**config.mk**
```make
export PLATFORM = sky130hd
export DESIGN_NAME = coo_stream_source
export DESIGN_NICKNAME = d
export VERILOG_FILES = /design/src/rtl/smvm_pkg.sv /design/src/rtl/coo_lane_fetch.sv /design/src/rtl/coo_stream_source.sv
export SDC_FILE = /design/constraint.sdc
export NUM_CORES = 1
export LEC_CHECK = 0
export ABC_CLOCK_PERIOD_IN_PS = 3600
export CELL_PAD_IN_SITES_DETAIL_PLACEMENT = 0
export CELL_PAD_IN_SITES_GLOBAL_PLACEMENT = 1
export CORE_AREA = 3 3 338 340
export DETAILED_ROUTE_END_ITERATION = 6
export DIE_AREA = 0 0 341 343
export GPL_ROUTABILITY_DRIVEN = 0
export HOLD_SLACK_MARGIN = 0.06
export PLACE_DENSITY = 0.52
export SETUP_SLACK_MARGIN = 0.15
export SLEW_MARGIN = 20
export SYNTH_ARGS = -nofsm -noshare
export SYNTH_HDL_FRONTEND = slang
export SYNTH_SLANG_ARGS = --single-unit
```
**constraint.sdc**
```tcl
create_clock -name clk -period 3.6 [get_ports clk]
set_input_delay 0.9 -clock clk [delete_from_list [all_inputs] [get_ports clk]]
set_output_delay 0.9 -clock clk [all_outputs]
set_load 0.01 [all_outputs]
```
**src/rtl/smvm_pkg.sv**
```systemverilog
/*------------------------------------------------------------------------------
 * smvm_pkg: shared types for the sparse matrix-vector nonzero stream.
 * Revision: 1.0
 *----------------------------------------------------------------------------*/
`default_nettype none

package smvm_pkg;

   typedef enum logic [1:0] {
      IDLE  = 2'd0,
      FETCH = 2'd1,
      DRAIN = 2'd2,
      DONE  = 2'd3
   } state_t;

   typedef struct packed {
      logic [31:0] value;
      logic [31:0] col;
      logic [31:0] row;
   } coo_entry_t;

   // A row index equal to the row count marks a lane as finished.
   function automatic logic [31:0] sentinel_row(input int unsigned num_rows);
      return 32'(num_rows);
   endfunction

endpackage

`default_nettype wire

```
**src/rtl/coo_lane_fetch.sv**
```systemverilog
/*------------------------------------------------------------------------------
 * coo_lane_fetch: one lane's read strobe, data-valid delay and output register.
 * Revision: 1.0
 *----------------------------------------------------------------------------*/
`default_nettype none

module coo_lane_fetch
   import smvm_pkg::*;
#(
   parameter int unsigned NUM_ROWS = 128,
   parameter int unsigned ADDR_W   = 10
) (
   input  logic              clk,
   input  logic              rst_l,
   input  logic              clear,
   input  logic [ADDR_W:0]   len_in,
   input  logic              issue,
   input  logic [ADDR_W:0]   beat,
   input  logic              out_beat,
   input  logic              park,
   input  logic [31:0]       mem_value,
   input  logic [31:0]       mem_col,
   input  logic [31:0]       mem_row,
   output logic              mem_rd,
   output logic [ADDR_W-1:0] mem_addr,
   output logic [31:0]       value,
   output logic [31:0]       col,
   output logic [31:0]       row,
   output logic              bad
);

   localparam logic [31:0] SENT_ROW = sentinel_row(NUM_ROWS);
   localparam coo_entry_t  SENT_ENTRY = '{value: 32'd0, col: 32'd0, row: SENT_ROW};

   logic [ADDR_W:0] len_q;
   logic            valid_d;
   coo_entry_t      rd_entry;
   coo_entry_t      out_q;
   logic            row_bad;

   assign rd_entry = '{value: mem_value, col: mem_col, row: mem_row};
   assign row_bad  = (rd_entry.row >= SENT_ROW);

   assign value = out_q.value;
   assign col   = out_q.col;
   assign row   = out_q.row;

   always_ff @(posedge clk or negedge rst_l) begin
      if (!rst_l) begin
         len_q    <= '0;
         mem_rd   <= 1'b0;
         mem_addr <= '0;
         valid_d  <= 1'b0;
         out_q    <= '0;
         bad      <= 1'b0;
      end else begin
         if (clear) begin
            len_q <= len_in;
         end
         mem_rd <= issue && (beat < len_q);
         if (issue) begin
            mem_addr <= beat[ADDR_W-1:0];
         end
         valid_d <= mem_rd;

         // An out-of-range row is zeroed so the accumulator never sees an early finish.
         if (out_beat) begin
            if (!valid_d) begin
               out_q <= SENT_ENTRY;
            end else if (row_bad) begin
               out_q <= '{value: 32'd0, col: rd_entry.col, row: 32'd0};
            end else begin
               out_q <= rd_entry;
            end
         end else if (park) begin
            out_q <= SENT_ENTRY;
         end

         if (clear) begin
            bad <= 1'b0;
         end else if (out_beat && valid_d && row_bad) begin
            bad <= 1'b1;
         end
      end
   end

endmodule

`default_nettype wire

```
**src/rtl/coo_stream_source.sv**
```systemverilog
/*------------------------------------------------------------------------------
 * coo_stream_source: drives the lock-step COO channel bus from per-lane memories.
 * Revision: 1.0
 *----------------------------------------------------------------------------*/
`default_nettype none

module coo_stream_source
   import smvm_pkg::*;
#(
   parameter int unsigned NUM_CHANNELS = 4,
   parameter int unsigned NUM_ROWS     = 128,
   parameter int unsigned ADDR_W       = 10
) (
   input  logic                               clk,
   input  logic                               rst_l,
   input  logic                               start,
   input  logic [NUM_CHANNELS*(ADDR_W+1)-1:0] nnz_len,
   output logic [NUM_CHANNELS-1:0]            mem_rd,
   output logic [NUM_CHANNELS*ADDR_W-1:0]     mem_addr,
   input  logic [NUM_CHANNELS*32-1:0]         mem_value,
   input  logic [NUM_CHANNELS*32-1:0]         mem_col,
   input  logic [NUM_CHANNELS*32-1:0]         mem_row,
   output logic [NUM_CHANNELS*32-1:0]         values,
   output logic [NUM_CHANNELS*32-1:0]         col_id,
   output logic [NUM_CHANNELS*32-1:0]         row_id,
   output logic                               rdy,
   output logic                               busy,
   output logic                               done,
   output logic                               bad_row
);

   localparam logic [ADDR_W:0] LEN_CAP = {1'b1, {ADDR_W{1'b0}}};

   state_t                  state;
   state_t                  state_next;
   logic [ADDR_W:0]         beat;
   logic [ADDR_W:0]         maxlen;
   logic [ADDR_W:0]         start_max;
   logic [ADDR_W:0]         start_len [NUM_CHANNELS];
   logic                    accept;
   logic                    issue;
   logic                    issue_d;
   logic                    beat_d;
   logic                    drain_seen;
   logic                    drain_exit;
   logic [NUM_CHANNELS-1:0] lane_bad;

   assign accept  = start && ((state == IDLE) || (state == DONE));
   assign issue   = (state == FETCH) && (beat < maxlen);
   // drain_seen adds the one bubble a zero-length stream needs to match normal latency.
   assign drain_exit = (state == DRAIN) && drain_seen && !issue_d && !beat_d;
   assign busy    = (state == FETCH) || (state == DRAIN);
   assign done    = (state == DONE);
   assign bad_row = |lane_bad;

   always_comb begin
      start_max = '0;
      for (int k = 0; k < int'(NUM_CHANNELS); k++) begin
         if (start_len[k] > start_max) begin
            start_max = start_len[k];
         end
      end
   end

   always_ff @(posedge clk or negedge rst_l) begin
      if (!rst_l) begin
         state <= IDLE;
      end else begin
         state <= state_next;
      end
   end

   always_comb begin
      state_next = state;
      case (state)
         IDLE, DONE: begin
            if (start) begin
               state_next = FETCH;
            end
         end
         FETCH: begin
            if ((maxlen == '0) || (beat == maxlen - 1'b1)) begin
               state_next = DRAIN;
            end
         end
         DRAIN: begin
            if (drain_exit) begin
               state_next = DONE;
            end
         end
         default: state_next = IDLE;
      endcase
   end

   always_ff @(posedge clk or negedge rst_l) begin
      if (!rst_l) begin
         beat       <= '0;
         maxlen     <= '0;
         issue_d    <= 1'b0;
         beat_d     <= 1'b0;
         drain_seen <= 1'b0;
         rdy        <= 1'b0;
      end else begin
         if (accept) begin
            beat   <= '0;
            maxlen <= start_max;
         end else if (issue) begin
            beat <= beat + 1'b1;
         end
         issue_d    <= issue;
         beat_d     <= issue_d;
         drain_seen <= (state == DRAIN);
         rdy        <= beat_d;
      end
   end

   for (genvar k = 0; k < int'(NUM_CHANNELS); k++) begin : g_lane
      logic [ADDR_W:0] raw_len;
      assign raw_len      = nnz_len[k*(ADDR_W+1) +: (ADDR_W+1)];
      assign start_len[k] = (raw_len > LEN_CAP) ? LEN_CAP : raw_len;

      coo_lane_fetch #(
         .NUM_ROWS (NUM_ROWS),
         .ADDR_W   (ADDR_W)
      ) u_lane (
         .clk       (clk),
         .rst_l     (rst_l),
         .clear     (accept),
         .len_in    (start_len[k]),
         .issue     (issue),
         .beat      (beat),
         .out_beat  (beat_d),
         .park      (drain_exit),
         .mem_value (mem_value[k*32 +: 32]),
         .mem_col   (mem_col[k*32 +: 32]),
         .mem_row   (mem_row[k*32 +: 32]),
         .mem_rd    (mem_rd[k]),
         .mem_addr  (mem_addr[k*ADDR_W +: ADDR_W]),
         .value     (values[k*32 +: 32]),
         .col       (col_id[k*32 +: 32]),
         .row       (row_id[k*32 +: 32]),
         .bad       (lane_bad[k])
      );
   end

endmodule

`default_nettype wire

```
==> metrics.yaml <==
status: "finished with violations"
violations: "setup timing"
reg2reg_from: "beat[10]"
rr_worst_depth: 7
synth.area.top_cells: "dfrtp_1, a22o_1, ha_1, and2_1, clkbuf_1"
setup_tns_ns: -19.56
drive_gt1_frac: 0.1521
vias: 18030
syn_to_final_growth_pct: 69.78
worst_pin_slew_ns: 1.188
hold_viol: 0
setup_slack_ns: -1.893
synth_top_family_by_area: "compound AO/OA/AOI/OAI gates"
nets: 3183
fin_area_mm2: 0.03455
seq_area_frac_synth: 0.5879
io_pins: 863
drtPass1Iterations: 7
synth.top_cell.area_share: 0.5879
insertion_delay_ns: 0.65
placed_area_mm2: 0.03180
place_inst: 4059
ys_ff_latch: 478
clk_pin_slew_ns: 0.06
synthXorXnorAreaFrac: 0.005165
via_per_inst: 4.279
drtIter0Drc: 921
synth_cells: 1690
synth_most_common_cell: "dfrtp_1"
whs_ns: 0.2669
pre_cts_ws_ns: -3.165
yosysTopAreaCell: "dfrtp_1"
grt_pass1_wl_mm: 142.3
max_freq_mhz: 182.1
syn_nets: 2211
fin_util: 0.3088
synth_fa_ha_area_frac: 0.05534
ys_async_sr_fraction: 1.000
syn_area_mm2: 0.02035
hpwl_mm: 78.54
drcViolationCount: 0
crit_slowest_cell: "o311a_4"
cts_tree: "done"
htreeDepth: 2
wire_per_inst_um: 23.93
postRouteAntennaNets: 0
worst_setup_path_start_kind: "input port"
grt_overflow: 0
cts_buffer_depth: 3
grt_max_degree: 181
power_density_mw_per_mm2: 545.4
cp-end-kind: "flip-flop"
ir_worst_vdd_v: 0.0005141
initial_utilization: 0.1819
finalCritPeriodShare: 1.526
final_max_slew_viol_count: 0
dieWidth_um: 341
grt_setup_unrepaired: "true"
hp-class: "input port to asynchronous set/reset pin"
port_buffers: 862
synth-simple-area-share: 0.1015
ctsRootBufferMaster: "clkbuf_16"
arrival_ns: 6.04
finalSetupViolations: 11
antenna_found_initial: 12
synth_ff_type: "dfrtp_1"
cp.required_ns: 4.15
cts.sinks: 478
grt_pass1_vias: 18930
cts_buffers: 58
fin_crit_ns: 5.493
crit_path_start: "nnz_len[10]"
leakage_nw: 15.10
cpPeakStageDelay_ns: 0.40
die_area_mm2: 0.1170
gr-usage-all-layers: 0.1650
syn_area_per_cell_um2: 12.04
die_h_um: 343
crit_fanout: 6
path_common_cell: "buf_4"
total_power_mw: 18.84
synth_cell_type_count: 73
synth_common_cells: "dfrtp_1, a22o_1, and2_1"
fin_skew_ns: 0.01700
core-area_mm2: 0.1119
synth-compound-area-share: 0.1898
rows: 123
yosysWarningCount: 0
final_cells: 4213
drv_cap: 0
wl_mm: 100.8
synth.area.mux_share: 0.01162
slew-limit-headroom: 0.2077
synth_edf_count: 0
path_class: "input port to flip-flop"
logic make-up (layout without fill, tap and decap cells):
family	count (synthesis)	after routing
flops	478	478
simple gates	365	365
fa+ha+maj	90	90
other cells	0	4
xor+xnor	12	12
compound gates	495	495
mux	22	22
buf+inv	228	1247
layer usage:
layer,global-route usage,vias to the layer above,routed length [um]
met2,0.2865,635,49920
li1,-,8085,-
met5,0,-,0
met3,0.04258,149,6638
met4,0.04123,0,2566
met1,0.2036,9158,41700
final timing paths:
path	end	slack [ns]
setup / recovery	maxlen[5]	-1.89
hold / removal	g_lane[0].u_lane.value[0]	0.27
setup reg to reg	beat[8]	0.78
hold reg to reg	g_lane[2].u_lane.valid_d	0.38
max in group asynchronous	g_lane[1].u_lane.col[8]	2.48
min in group clk	g_lane[2].u_lane.valid_d	0.38
flip-flops by register name (all words and copies together) (netlist names):
register,cells
beat,11
beat_d,1
drain_seen,1
g_lane.u_lane.bad,4
g_lane.u_lane.col,128
g_lane.u_lane.len_q,44
g_lane.u_lane.mem_addr,10
g_lane.u_lane.mem_rd,4
g_lane.u_lane.row,128
g_lane.u_lane.valid_d,4
g_lane.u_lane.value,128
issue_d,1
maxlen,11
rdy,1
state,2
power breakdown:
part	internal [mW]	leakage (nW)	switching [mW]	total [mW]
Combinational	2.94	7.67	3.39	6.33
Sequential	6.11	6.51	0.499	6.61
Clock	3.39	0.928	2.52	5.91
Total	12.4	15.1	6.41	18.8
what timing repair did:
action                                  in CTS  in global routing
pin swaps                                   58                 28
endpoints found under the setup margin      11                 11
buffers inserted                            34                  9
hold buffers                                 0                  0
resized for setup                          120                 17
layout make-up:
type                    count  area (um2)
diodes                      4       10.01
clock buffers              83        1635
clock inverters            24       264.0
fillers                 11420       77340
inverters                  88       342.8
multi-input cells         984        8162
flip-flops and latches    478       11960
well taps                1500        1877
repair buffers           1052       10290
layout by cell type (no fill, tap or decap), types with 6 or more instances in the layout:
cell type        instances
a21o_1                  16
a21oi_1                 30
a21oi_4                  6
a22o_1                 287
a31oi_1                  9
and2_1                 103
buf_12                  18
buf_4                  164
buf_6                    9
clkbuf_1                16
clkbuf_16               58
clkbuf_8                 9
clkdlybuf4s50_1        842
clkinv_2                12
dfrtp_1                478
dlygate4sd2_1           16
ha_1                    77
ha_4                    13
inv_1                   78
inv_2                    9
mux2_2                  13
mux2i_1                  8
nand2_1                 64
nand2b_1                16
nand3_1                 22
nand4_1                  8
nor2_1                  24
nor2b_1                 18
nor2b_4                  8
nor3_1                  16
nor4_1                  23
o21ai_0                 55
o21ai_1                  8
o31ai_1                  7
o31ai_2                  6
or4_1                    8
xnor2_1                 11
worst max-delay path: cells and delay by family:
kind | cells | cell delay [ns]
AOI/OAI and AO/OA | 8 | 1.26
adders and majority gates | 3 | 0.81
buffers and inverters | 13 | 1.71
and+or+nand+nor | 8 | 1.32
No activity file was read; power rests on OpenSTA's default activity.
